[src/rtl/dct_sequencer.sv]
// DMA-style job sequencer for the DCT peripheral. It loads samples from memory into the DCT,
// then copies the DCT results back to memory, all under a config-register interface.
module dct_sequencer #(
  parameter int NBITS    = 16,
  parameter int ADDR_W   = 16,
  parameter int MAX_SIZE = 256
) (
  input  logic              clk,
  input  logic              Reset,
  input  logic [2:0]        cfg_address,
  input  logic              cfg_write,
  input  logic              cfg_read,
  input  logic [15:0]       cfg_writedata,
  output logic [15:0]       cfg_readdata,
  output logic [ADDR_W-1:0] mem_address,
  output logic              mem_read,
  output logic              mem_write,
  output logic [NBITS-1:0]  mem_writedata,
  input  logic [NBITS-1:0]  mem_readdata,
  input  logic              mem_waitrequest,
  output logic [7:0]        dct_address,
  output logic              dct_read,
  output logic              dct_write,
  output logic [NBITS-1:0]  dct_writedata,
  input  logic [NBITS-1:0]  dct_readdata,
  input  logic              dct_done,
  output logic              irq
);

  typedef enum logic [2:0] {
    IDLE, SETQ, START, LOAD_RD, LOAD_WR, RES_RD, RES_WR, FIN
  } state_t;

  localparam logic [16:0] MAX_LEN = 17'(MAX_SIZE);

  state_t             state, state_next;
  logic [ADDR_W-1:0]  src, dst;
  logic [15:0]        len, qm;
  logic [8:0]         i_cnt, k_cnt;
  logic [NBITS-1:0]   sample, result;
  logic               irq_en, done_flag, err;
  logic               busy, ctrl_wr, go, len_ok;
  logic [8:0]         last_idx;

  assign busy     = (state != IDLE);
  assign ctrl_wr  = cfg_write && (cfg_address == 3'd0);
  assign go       = ctrl_wr && cfg_writedata[0] && !busy;
  assign len_ok   = (len >= 16'd2) && ({1'b0, len} <= MAX_LEN);
  assign last_idx = len[8:0] - 9'd1;
  assign irq      = done_flag && irq_en;

  always_ff @(posedge clk or posedge Reset) begin
    if (Reset) begin
      state     <= IDLE;
      src       <= '0;
      dst       <= '0;
      len       <= '0;
      qm        <= '0;
      i_cnt     <= '0;
      k_cnt     <= '0;
      sample    <= '0;
      result    <= '0;
      irq_en    <= 1'b0;
      done_flag <= 1'b0;
      err       <= 1'b0;
    end else begin
      state <= state_next;
      if (cfg_write && !busy) begin
        case (cfg_address)
          3'd1:    src <= ADDR_W'(cfg_writedata);
          3'd2:    dst <= ADDR_W'(cfg_writedata);
          3'd3:    len <= cfg_writedata;
          3'd4:    qm  <= cfg_writedata;
          default: ;
        endcase
      end
      // irq_en stays writable mid-job so software can arm the interrupt late
      if (ctrl_wr) irq_en <= cfg_writedata[1];
      if (go) begin
        err       <= !len_ok;
        done_flag <= 1'b0;
      end
      case (state)
        START:   i_cnt <= '0;
        LOAD_RD: if (!mem_waitrequest) sample <= mem_readdata;
        LOAD_WR: begin
          i_cnt <= i_cnt + 9'd1;
          if (i_cnt == last_idx) k_cnt <= '0;
        end
        RES_RD:  if (dct_done) result <= dct_readdata;
        RES_WR:  if (!mem_waitrequest) k_cnt <= k_cnt + 9'd1;
        FIN:     done_flag <= 1'b1;
        default: ;
      endcase
    end
  end

  always_comb begin
    state_next    = state;
    mem_address   = '0;
    mem_read      = 1'b0;
    mem_write     = 1'b0;
    mem_writedata = '0;
    dct_address   = '0;
    dct_read      = 1'b0;
    dct_write     = 1'b0;
    dct_writedata = '0;
    case (state)
      IDLE: if (go && len_ok) state_next = SETQ;
      SETQ: begin
        dct_write     = 1'b1;
        dct_address   = 8'd3;
        dct_writedata = NBITS'(qm);
        state_next    = START;
      end
      START: begin
        // a LEN write also re-initialises the DCT, which makes abandoned jobs harmless
        dct_write     = 1'b1;
        dct_address   = 8'd0;
        dct_writedata = NBITS'(len);
        state_next    = LOAD_RD;
      end
      LOAD_RD: begin
        mem_read    = 1'b1;
        mem_address = src + ADDR_W'(i_cnt);
        if (!mem_waitrequest) state_next = LOAD_WR;
      end
      LOAD_WR: begin
        dct_write     = 1'b1;
        dct_address   = 8'd1;
        dct_writedata = sample;
        state_next    = (i_cnt == last_idx) ? RES_RD : LOAD_RD;
      end
      RES_RD: begin
        dct_read    = 1'b1;
        dct_address = k_cnt[7:0];
        if (dct_done) state_next = RES_WR;
      end
      RES_WR: begin
        mem_write     = 1'b1;
        mem_address   = dst + ADDR_W'(k_cnt);
        mem_writedata = result;
        if (!mem_waitrequest) state_next = (k_cnt == last_idx) ? FIN : RES_RD;
      end
      FIN:     state_next = IDLE;
      default: state_next = IDLE;
    endcase
  end

  always_comb begin
    cfg_readdata = '0;
    if (cfg_read) begin
      case (cfg_address)
        3'd1:    cfg_readdata = 16'(src);
        3'd2:    cfg_readdata = 16'(dst);
        3'd3:    cfg_readdata = len;
        3'd4:    cfg_readdata = qm;
        3'd5:    cfg_readdata = {13'd0, err, done_flag, busy};
        default: cfg_readdata = '0;
      endcase
    end
  end

endmodule

[config.mk]
export PLATFORM = sky130hd
export DESIGN_NAME = dct_sequencer
export DESIGN_NICKNAME = d
export VERILOG_FILES = /design/src/rtl/dct_sequencer.sv
export SDC_FILE = /design/constraint.sdc
export NUM_CORES = 1
export LEC_CHECK = 0
export ABC_AREA = 1
export ABC_CLOCK_PERIOD_IN_PS = 7600
export CAP_MARGIN = 20
export CORE_MARGIN = 5
export CORE_UTILIZATION = 45
export CTS_BUF_LIST = sky130_fd_sc_hd__clkbuf_8
export DETAILED_ROUTE_END_ITERATION = 8
export PLACE_DENSITY = 0.76
export SLEW_MARGIN = 10
export SYNTH_ARGS = -nofsm -noshare
export SYNTH_HDL_FRONTEND = slang
export SYNTH_SLANG_ARGS = --single-unit
[constraint.sdc]
create_clock -name clk -period 7.6 [get_ports clk]
set_input_delay 0.76 -clock clk [delete_from_list [all_inputs] [get_ports clk]]
set_output_delay 0.76 -clock clk [all_outputs]
set_load 0.01 [all_outputs]
==> results.cfg, run 1 <==
[outcome]
status = finished clean

[finish]
nFillCells = 1523
mostFrequentLayoutCells = nand2_1, inv_1, clkdlybuf4s50_1
n_antenna_cell = 0
nNetsFinal = 1245
fin_cells = 1396
seq_area_sq_um = 3000
drive_gt1_share_pct = 7.57
area_growth_pct = 25.0
final_util_pct = 57.3
final_common_cell = nand2_1
multiInputGateArea_sq_um = 3860

[global_routing]
antenna_found_initial = 0
gr-total-overflow = 0
grt_pass1_wl_um = 40000
grt_max_degree = 64
grt_pass1_vias = 7522
grt_use_total_pct = 25.5

[route]
wl_per_cell_um = 17.7
dr_total_vias = 7706
wl_um = 24800
drtIter0Drc = 872
routed_via_density = 5.52
dr.pass1.iters = 6
drc = 0
drtAntennaViolNets = 0

[critical_path]
r2r_cells = 8
critPathMaxFanout = 35
endpoint = mem_address[6]
crit_type = flop to output pin
r2r-start = state[2]
cp.arrival_ps = 3720
crit_path_start_kind = flop
reg2reg_setup_slack_ps = 4360
startpoint = state[2]
required_ps = 6840
r2r_end = state[0]
cp-end-kind = output pin

[floorplan]
die_width_um = 140
fp-row-count = 47
start_util_pct = 45.8
fp.dieH_um = 140
core_region_area_sq_um = 16600
fp.dieArea_sq_um = 19600
io_pins = 134

[clock_tree]
cts_tree = yes
cts_root_buffer = clkbuf_8
htree_levels = 4
clkTransAtPathRegs_ps = 80
cts_setup_buffers = 0
clk_latency_ps = 460
hold_buffers = 0
clock_path_buffers = 2
cts_resized = 0
cts_sinks = 120
cts_buffers = 17

[logic_synthesis]
ys_seq_elements = 120
yosysUniqueCellTypes = 47
syn-cell-area_sq_um = 7600
synth-seq-area-share_pct = 39.5
synth_edf_count = 0
syn-num-nets = 1119
syn_inst = 1038
synthArstFlopShare_pct = 100
ys.warnings.count = 0
syn_avg_cell_area_sq_um = 7.32
synth-main-ff-cell = dfrtp_1

[timing]
skew_ps = 11.1
fin_crit_sh_pct = 59.0
setup_viol = 0
setup-tns-final_ps = 0
drv_slew = 0
rsz0062_at_grt = false
fmax_mhz = 223
tightest_slew_ps = 1040
maxSlewHeadroom_pct = 30.4
layout_min_cycle_time_ps = 4480
final-hold-violation-count = 0
fin_hold_ws_ps = 509

[flow_run]
cap_viol_max_count = 0

[placement]
placed_cells = 1364
dp_hpwl_um = 18700
port_buffers = 133
gp_congestion = 0.943

[pwr]
power.leakage_uw = 0.00443
power_density_nw_per_um2 = 344
peakVddDrop_v = 0.000206

[worst_hold_path]
hold_path_class = flop to flop
report_power, final:
part           total [uW]  internal, uW  switching [uW]  leakage [uW]
clock                 591           301             290      0.000192
combinational        1520           628             890       0.00284
sequential           1160           908             249       0.00140
total                3270          1840            1430       0.00443
critical path, cell delays in order (launching register included):
cell,delay [ps]
dfrtp_1,550
nand2_1,150
nor2_2,460
clkinv_1,960
a21oi_1,360
o21ai_0,110
o21ai_0,90
clkdlybuf4s50_1,580
flip-flops by register name, indices dropped and copies added, names as in the netlist:
| name | count |
|---|---|
| dst | 16 |
| done_flag | 1 |
| irq_en | 1 |
| i_cnt | 9 |
| len | 16 |
| qm | 16 |
| result | 16 |
| src | 16 |
| k_cnt | 9 |
| err | 1 |
| state | 3 |
| sample | 16 |
kinds of logic after synthesis:
kind of cell	after synthesis	share of synthesized area (%)
AO/OA/AOI/OAI	220	17.1
XOR/XNOR	9	1.04
adder cells (fa/ha/maj)	24	4.15
buffers and inverters	186	9.67
flip-flops	120	39.5
multiplexers	16	2.37
AND/OR/NAND/NOR	463	26.1
area by class of cell:
cell class	instances	area share [%]
flip-flops and latches	120	31.6
clock inverters	13	1.53
multi-input cells	732	40.6
clock buffers	18	2.61
repair buffers	141	14.7
well taps	220	2.90
inverters	152	6.03
through the flow:
step / instance area (sq um) / setup WS, ps / power, uW
global route: 9500 / 2760 / 3500
detailed placement: 9100 / 3580 / 2670
global placement: 9100 / 3650 / 2640
finish: 9500 / 3120 / 3270
floorplan: 7600 / 3650 / 2000
CTS: 9490 / 3150 / 3260
worst min path at each step:
stage	start	endpoint	slack [ps]	cells past startpoint
after floorplan	err	err	460	1
after global placement	sample[11]	sample[11]	490	1
after detailed placement	sample[11]	sample[11]	490	1
after CTS	sample[11]	sample[11]	510	1
after global routing	result[11]	result[11]	540	2
final	sample[14]	sample[14]	510	1
cell usage after synthesis, drive strengths merged (3+ instances only):
cell | instances | area [sq um]
a211oi | 3 | 22.5
a21boi | 3 | 22.5
a21o | 3 | 22.5
a21oi | 54 | 274
a221oi | 13 | 114
buf | 19 | 108
clkbuf | 15 | 56.3
dfrtp | 120 | 3000
ha | 22 | 275
inv | 150 | 563
mux2 | 16 | 180
nand2 | 239 | 922
nand3 | 65 | 350
nand4 | 7 | 43.8
nor2 | 130 | 515
nor3 | 14 | 101
nor3b | 3 | 22.5
nor4 | 3 | 18.8
o21a | 4 | 30.0
o21ai | 92 | 460
o221ai | 16 | 140
o22ai | 24 | 150
xor2 | 8 | 70.1
per-layer routing:
layer	GRT usage, %	vias up	routed length, um
met1	33.6	3611	10400
met5	0	-	0
met3	5.01	66	1720
met2	42.1	353	11800
met4	9.23	0	825
li1	-	3676	-
Power figures use the tool's default switching activity.
==> inputs of run 2 (changes only) <==
--- a/config.mk
+++ b/config.mk
@@ -6,13 +6,13 @@
 export NUM_CORES = 1
 export LEC_CHECK = 0
 export ABC_AREA = 1
-export ABC_CLOCK_PERIOD_IN_PS = 7600
+export ABC_CLOCK_PERIOD_IN_PS = 3800
 export CAP_MARGIN = 20
 export CORE_MARGIN = 5
 export CORE_UTILIZATION = 45
 export CTS_BUF_LIST = sky130_fd_sc_hd__clkbuf_8
 export DETAILED_ROUTE_END_ITERATION = 8
-export PLACE_DENSITY = 0.76
+export PLACE_DENSITY = 0.79
 export SLEW_MARGIN = 10
 export SYNTH_ARGS = -nofsm -noshare
 export SYNTH_HDL_FRONTEND = slang
==> constraint.sdc (replaced) <==
create_clock -name clk -period 3.8 [get_ports clk]
set_input_delay 0.38 -clock clk [delete_from_list [all_inputs] [get_ports clk]]
set_output_delay 0.38 -clock clk [all_outputs]
set_load 0.01 [all_outputs]
==> run 2 against run 1 <==
Combinational power increased by 100%. Die area did not move. Worst setup slack got worse by 2800 ps. Clock skew grew 4.7 ps. Global-route usage down 0.60 points. Final cell count grew 0.64%. Sequential power rose by 98%. Critical path depth increased by 5. Register-to-register slack lost 3200 ps. Routed wire length is 1.9% lower. Critical path type unchanged. Highest routed layer unchanged.
==> results.cfg, run 2 (synthesized netlist as in run 1, its figures left out) <==
[timing]
drv_slew = 0
fin_hold_ws_ps = 335
final-hold-violation-count = 0
fin_crit_sh_pct = 92.0
tightest_slew_ps = 1030
skew_ps = 15.7
fmax_mhz = 286
maxSlewHeadroom_pct = 31.2
fin_ws_ps = 303
rsz0062_at_grt = false
setup_viol = 0
layout_min_cycle_time_ps = 3500
setup-tns-final_ps = 0

[route]
wl_per_cell_um = 17.3
drtAntennaViolNets = 0
dr_total_vias = 7757
drtIter0Drc = 798
wl_um = 24300
routed_via_density = 5.52
drc = 0
dr.pass1.iters = 6

[finish]
area_growth_pct = 25.9
mostFrequentLayoutCells = nand2_1, inv_1, clkdlybuf4s50_1
n_antenna_cell = 0
drive_gt1_share_pct = 8.27
nNetsFinal = 1253
final_common_cell = nand2_1

[pwr]
power_density_nw_per_um2 = 687
pwr-share-seq_pct = 35.1
clkPwrFrac_pct = 18.3
p_switching_uw = 2890
peakVddDrop_v = 0.000434
power.leakage_uw = 0.00448
p_int_uw = 3680
pwr-share-comb_pct = 46.6
power_switching_share_pct = 44.0
finalPower_uw = 6570

[critical_path]
cp.arrival_ps = 3120
crit_type = flop to output pin
crit_path_start_kind = flop
critPathMaxFanout = 7
startpoint = k_cnt[0]
cp-end-kind = output pin
r2r-start = len[0]
required_ps = 3420

[clock_tree]
cts_resized = 0
cts_tree = yes
cts_setup_buffers = 0
clkTransAtPathRegs_ps = 80
clk_latency_ps = 470
hold_buffers = 0
cts_root_buffer = clkbuf_8
cts_sinks = 120
cts_buffers = 17
htree_levels = 4
clock_path_buffers = 2

[placement]
dp_hpwl_um = 18700
place_ws_ps = 729
gp_congestion = 0.932
port_buffers = 133

[global_routing]
antenna_found_initial = 0
grt_pass1_wl_um = 38700
grt_pass1_vias = 7613
grt_max_degree = 48
grt_use_total_pct = 24.9
gr-total-overflow = 0

[flow_run]
cap_viol_max_count = 0

[floorplan]
core_region_area_sq_um = 16600
die_width_um = 140
fp.dieArea_sq_um = 19600
fp.dieH_um = 140
start_util_pct = 45.8
fp-row-count = 47
io_pins = 134

[worst_hold_path]
hold_path_class = primary input to asynchronous set/reset pin

[outcome]
status = finished clean
==> run 2: path summary, 6_finish.rpt <==
| kind | slack (ps) | depth (start not counted) | to |
|---|---|---|---|
| max in group asynchronous | 2630 | 3 | qm[6] |
| worst min register to register | 510 | 1 | sample[11] |
| worst max-delay path | 300 | 12 | mem_address[8] |
| worst max register to register | 1190 | 12 | k_cnt[7] |
| worst min-delay path | 340 | 2 | i_cnt[7] |
| min in group clk | 480 | 3 | sample[9] |
==> run 2: area by class of cell <==
class	instances	area [sq um]
clock buffers	17	234
flip-flops and latches	120	3000
inverters	152	573
fillers	1528	7020
well taps	220	275
multi-input cells	732	3860
clock inverters	15	165
repair buffers	149	1450
==> run 2: worst max-delay path, cell delays in order (launching register included) <==
cell             delay [ps]
dfrtp_2                 440
ha_1                    200
inv_1                    60
fa_1                    360
inv_1                   150
nand3_1                  90
nand2_1                 120
inv_1                    50
nor3_1                  130
nor3_1                   70
xor2_1                  150
o22ai_1                 220
clkdlybuf4s50_1         600
==> run 2: stage by stage <==
stage | util (%) | instances | area (sq um)
2_1_floorplan | - | 1038 | 7600
3_3_place_gp | 55.3 | 1373 | 9160
3_5_place_dp | 55.3 | 1373 | 9160
4_1_cts | 57.7 | 1405 | 9560
6_report | 57.7 | 1405 | 9560
5_1_grt | 57.7 | 1405 | 9560
==> run 2: power groups by stage <==
stage | logic [uW] | registers (uW) | clock network, uW
2_1_floorplan | 1880 | 2110 | 0
3_3_place_gp | 2980 | 2290 | 0
3_5_place_dp | 3040 | 2310 | 0
4_1_cts | 3060 | 2290 | 1210
5_1_grt | 3390 | 2350 | 1270
6_report | 3070 | 2300 | 1200
==> run 2: layer usage <==
| layer | up-vias | GRT usage [%] | share of wire [%] |
|---|---|---|---|
| met1 | 3625 | 31.9 | 41 |
| met4 | 0 | 10.6 | 3.6 |
| met3 | 76 | 5.66 | 7.5 |
| met2 | 362 | 40.9 | 48 |
| met5 | - | 0 | 0 |
| li1 | 3694 | - | - |
==> inputs of run 3 (changes only) <==
--- a/config.mk
+++ b/config.mk
@@ -12,6 +12,7 @@
 export CORE_UTILIZATION = 45
 export CTS_BUF_LIST = sky130_fd_sc_hd__clkbuf_8
 export DETAILED_ROUTE_END_ITERATION = 8
+export HOLD_SLACK_MARGIN = 0.12
 export PLACE_DENSITY = 0.79
 export SLEW_MARGIN = 10
 export SYNTH_ARGS = -nofsm -noshare
==> results of run 3 <==
Final layout, timing and power as in run 2 (identical DEF).
==> RTL edit 1: new RTL, settings of run 3 <==
The 8 states of `state_t` get a one-hot encoding in 8 bits.
--- a/src/rtl/dct_sequencer.sv
+++ b/src/rtl/dct_sequencer.sv
@@ -27,8 +27,8 @@
   output logic              irq
 );
 
-  typedef enum logic [2:0] {
-    IDLE, SETQ, START, LOAD_RD, LOAD_WR, RES_RD, RES_WR, FIN
+  typedef enum logic [7:0] {
+    IDLE = 8'b00000001, SETQ = 8'b00000010, START = 8'b00000100, LOAD_RD = 8'b00001000, LOAD_WR = 8'b00010000, RES_RD = 8'b00100000, RES_WR = 8'b01000000, FIN = 8'b10000000
   } state_t;
 
   localparam logic [16:0] MAX_LEN = 17'(MAX_SIZE);
Formal check against the unedited RTL: no difference found for any inputs over 4 cycles, from zero or initial values and one cycle with Reset high; so few cycles prove little.
==> RTL edit 1 against run 3 <==
Highest routed layer unchanged. Setup slack improved by 35 ps. Non-clock buffer count is 3 lower. Via count up 3.7%. Area after synthesis grew 4.0%. Design area up 3.9%. Sequential share of layout area grew 0.085 points. Sequential cell count increased by 5. Routed wire length up 5.5%. Critical endpoint is now mem_address[11].
Power is not compared: it rests on default switching activity, and its combinational part moved more than twofold at a synthesized area within 25%.
==> RTL edit 1: results (changes against run 3) <==
<table>
<tr><th>Metric</th><th>Value</th></tr>
<tr><th colspan="2">Critical path</th></tr>
<tr><td>Cells on worst reg2reg path</td><td>6 (-6)</td></tr>
<tr><td>Setup crit end</td><td>mem_address[11]</td></tr>
<tr><td>Kind of cell adding the most delay to the critical path</td><td>simple AND/OR/NAND/NOR gates</td></tr>
<tr><td>Critical register-to-register path endpoint</td><td>dst[8]</td></tr>
<tr><td>Reg2Reg Setup Slack</td><td>1400 ps (+210 ps)</td></tr>
<tr><td>First element of the critical path</td><td>k_cnt[2]</td></tr>
<tr><th colspan="2">Placement</th></tr>
<tr><td>Cells after DPL</td><td>1447 (+5.4%)</td></tr>
<tr><td>Cell area after placement</td><td>9470 sq um (+3.4%)</td></tr>
<tr><td>Final weighted congestion in routability-driven placement</td><td>0.972 (+4.4%)</td></tr>
<tr><td>Post-detailed-placement half-perimeter wirelength</td><td>19900 um (+6.6%)</td></tr>
<tr><th colspan="2">Finish</th></tr>
<tr><td>Share of layout cells above drive strength 1</td><td>7.33% (-0.94 points)</td></tr>
<tr><td>Final cell count without fillers</td><td>1480 (+5.3%)</td></tr>
<tr><th colspan="2">Synth</th></tr>
<tr><td>Total nets after synthesis</td><td>1191 (+6.4%)</td></tr>
<tr><td>XOR/XNOR Fraction of Synth Area</td><td>1.22% (+0.18 points)</td></tr>
<tr><td>Per-instance average area after synthesis</td><td>7.12 sq um (-2.8%)</td></tr>
<tr><td>Mux cell area share after synthesis</td><td>0% (-2.4 points)</td></tr>
<tr><td>Cell types with the highest counts after synthesis</td><td>292 x sky130_fd_sc_hd__nand2_1, 144 x sky130_fd_sc_hd__inv_1, 124 x sky130_fd_sc_hd__dfrtp_1</td></tr>
<tr><td>Number of distinct library cells after synthesis</td><td>49 (+4.3%)</td></tr>
<tr><th colspan="2">Route</th></tr>
<tr><td>Total number of vias</td><td>8046 (+3.7%)</td></tr>
<tr><td>Iteration-0 DRC count of the detailed router</td><td>842 (+5.5%)</td></tr>
<tr><th colspan="2">Timing</th></tr>
<tr><td>Achievable frequency</td><td>289 MHz (+1.0%)</td></tr>
<tr><th colspan="2">Clock network</th></tr>
<tr><td>Worst-skew pair later-pin latency</td><td>450 ps (-20 ps)</td></tr>
<tr><th colspan="2">Run status</th></tr>
<tr><td>Result of the run</td><td>complete, no violations</td></tr>
<tr><th colspan="2">Global route</th></tr>
<tr><td>Vias in the first global route</td><td>7471 (-1.9%)</td></tr>
<tr><td>Global routing usage on met3</td><td>4.00% (-1.7 points)</td></tr>
<tr><td>Pin count of the biggest net entering global routing</td><td>96 (+100%)</td></tr>
</table>
RTL edit 1: cell types whose count changed after synthesis, moves of 13 or more:
cell	before	now
sky130_fd_sc_hd__o21ai_0	90	39
sky130_fd_sc_hd__mux2_2	16	0
sky130_fd_sc_hd__o22ai_1	24	11
sky130_fd_sc_hd__nand3_1	60	81
sky130_fd_sc_hd__o21ai_1	2	61
sky130_fd_sc_hd__nand2_1	231	292
RTL edit 1: how the worst min path moves through the flow:
stage | from | to | slack (ps) | cells after the start
detailed placement | sample[12] | sample[12] | 460 | 2
global route | Reset | result[2] | 300 | 2
global placement | sample[1] | sample[1] | 460 | 2
CTS | Reset | k_cnt[8] | 270 | 2
floorplan | sample[0] | sample[0] | 440 | 2
finish | Reset | result[3] | 280 | 2
RTL edit 1: area by class of cell:
cell class                      instances  area [sq um]
Clock buffer                           23           317
Clock inverter                          9           131
Fill cell                            1609          7300
Inverter                              154           581
Multi-Input combinational cell        798          4050
Sequential cell                       125          3130
Tap cell                              225           282
Timing Repair Buffer                  146          1450
==> RTL edit 2: new RTL, flow settings as in run 3 <==
Made on the original files. Change the parameter `NBITS` from 16 to 12.
--- a/src/rtl/dct_sequencer.sv
+++ b/src/rtl/dct_sequencer.sv
@@ -1,7 +1,7 @@
 // DMA-style job sequencer for the DCT peripheral. It loads samples from memory into the DCT,
 // then copies the DCT results back to memory, all under a config-register interface.
 module dct_sequencer #(
-  parameter int NBITS    = 16,
+  parameter int NBITS    = 12,
   parameter int ADDR_W   = 16,
   parameter int MAX_SIZE = 256
 ) (
Ports: changed (resized dct_readdata, dct_writedata, mem_readdata and mem_writedata); port bits go from 134 to 118. No check against the original RTL was run, so the function may have changed too.
==> RTL edit 2 against run 3 <==
Clock power is 34% lower. Via count fell by 9.6%. Sequential cell count is 8 lower. Area after synthesis decreased by 6.0%. Setup slack better by 69 ps. Total power is 9.9% lower. Design area shrank 8.3%. Largest power group unchanged. Routed wire length is 10% lower.
==> RTL edit 2: results (changes against run 3) <==
<table>
<tr><th>Metric</th><th>Value</th></tr>
<tr><th colspan="2">Run status</th></tr>
<tr><td>Result of the run</td><td>complete, no violations</td></tr>
<tr><th colspan="2">Synth</th></tr>
<tr><td>Sequential-to-total area share from yosys stat</td><td>39.2% (-0.28 points)</td></tr>
<tr><td>Share of the synthesized area in compound gates (AO/OA/AOI/OAI)</td><td>17.4% (+0.25 points)</td></tr>
<tr><td>Mux cell area share after synthesis</td><td>1.73% (-0.64 points)</td></tr>
<tr><td>Total nets after synthesis</td><td>1041 (-7.0%)</td></tr>
<tr><td>Adder and majority cell fraction of the synthesized area</td><td>4.41% (+0.27 points)</td></tr>
<tr><td>Number of distinct library cells after synthesis</td><td>46 (-2.1%)</td></tr>
<tr><td>Per-instance average area after synthesis</td><td>7.38 sq um (+0.79%)</td></tr>
<tr><th colspan="2">Clock network</th></tr>
<tr><td>Register clock-pin slew on the reported worst setup and hold paths</td><td>120 ps (+40 ps)</td></tr>
<tr><td>Total clock sinks</td><td>112 (-6.7%)</td></tr>
<tr><td>Worst-skew pair later-pin latency</td><td>400 ps (-70 ps)</td></tr>
<tr><th colspan="2">Timing</th></tr>
<tr><td>Smallest hold slack</td><td>460 ps (+125 ps)</td></tr>
<tr><th colspan="2">Global route</th></tr>
<tr><td>Met2 GRT Util</td><td>38.2% (-2.7 points)</td></tr>
<tr><td>Pin count of the biggest net entering global routing</td><td>58 (+21%)</td></tr>
<tr><th colspan="2">Power and ir drop</th></tr>
<tr><td>Peak supply drop</td><td>0.355 mV (-18%)</td></tr>
<tr><th colspan="2">Placement</th></tr>
<tr><td>Number of input and output port buffers inserted</td><td>117 (-12%)</td></tr>
<tr><td>Cells after DPL</td><td>1283 (-6.6%)</td></tr>
<tr><th colspan="2">Route</th></tr>
<tr><td>Met2 Routed Length</td><td>9870 um (-16%)</td></tr>
<tr><td>Routed Wire Length</td><td>21800 um (-10%)</td></tr>
<tr><td>Total number of vias</td><td>7014 (-9.6%)</td></tr>
<tr><th colspan="2">Finish</th></tr>
<tr><td>Share of layout cells above drive strength 1</td><td>6.65% (-1.6 points)</td></tr>
<tr><td>Register Area</td><td>2800 sq um (-6.7%)</td></tr>
<tr><td>Number of clock buffers in the layout</td><td>10 (-7)</td></tr>
<tr><td>Number of inserted filler cells in the final layout</td><td>1481 (-3.1%)</td></tr>
<tr><th colspan="2">Critical path</th></tr>
<tr><td>Maximum fanout along the worst path</td><td>6 (-1)</td></tr>
<tr><td>Critical register-to-register path endpoint</td><td>sample[0]</td></tr>
<tr><td>Beginning of the worst register-to-register path</td><td>state[2]</td></tr>
</table>
-- RTL edit 2: changes by cell type after synthesis, moves of 4 or more --
cell,delta
sky130_fd_sc_hd__o221ai_1,-4
sky130_fd_sc_hd__dfrtp_1,-8
sky130_fd_sc_hd__clkbuf_1,-6
sky130_fd_sc_hd__or2_2,+4
sky130_fd_sc_hd__nor2_1,-15
sky130_fd_sc_hd__nand2_1,-37
sky130_fd_sc_hd__mux2_2,-7
sky130_fd_sc_hd__a21oi_1,-5
sky130_fd_sc_hd__inv_1,-6
sky130_fd_sc_hd__and3_1,+8
sky130_fd_sc_hd__nand3_1,+11
sky130_fd_sc_hd__nor3_2,-4
-- RTL edit 2: per-stage QoR --
stage	instance area (sq um)	setup WS (ps)
final	8770	372
after global routing	8770	133
after CTS	8770	384
after detailed placement	8540	731
after global placement	8540	777
after floorplan	7140	461
-- RTL edit 2: cells by family (layout without fill, tap and decap cells) --
kind of cell	count (synthesis)	after routing
AO/OA/AOI/OAI	213	213
XOR/XNOR	7	7
adder cells (fa/ha/maj)	24	24
buffers and inverters	175	290
flip-flops	112	112
multiplexers	11	11
AND/OR/NAND/NOR	426	426
-- RTL edit 2: power groups by stage --
stage | clock, uW | combinational, uW | sequential (uW)
floorplan | 0 | 1870 | 1990
global placement | 0 | 2890 | 2150
detailed placement | 0 | 2930 | 2160
CTS | 812 | 2950 | 2140
global route | 850 | 3310 | 2210
finish | 798 | 2960 | 2160
-- RTL edit 2: worst max path at each step --
| stage | cells after the start | slack [ps] | to |
|---|---|---|---|
| global route | 11 | 130 | mem_address[9] |
| global placement | 7 | 780 | cfg_readdata[9] |
| CTS | 11 | 380 | mem_address[9] |
| floorplan | 1 | 460 | done_flag |
| finish | 11 | 370 | mem_address[9] |
| detailed placement | 7 | 730 | cfg_readdata[9] |
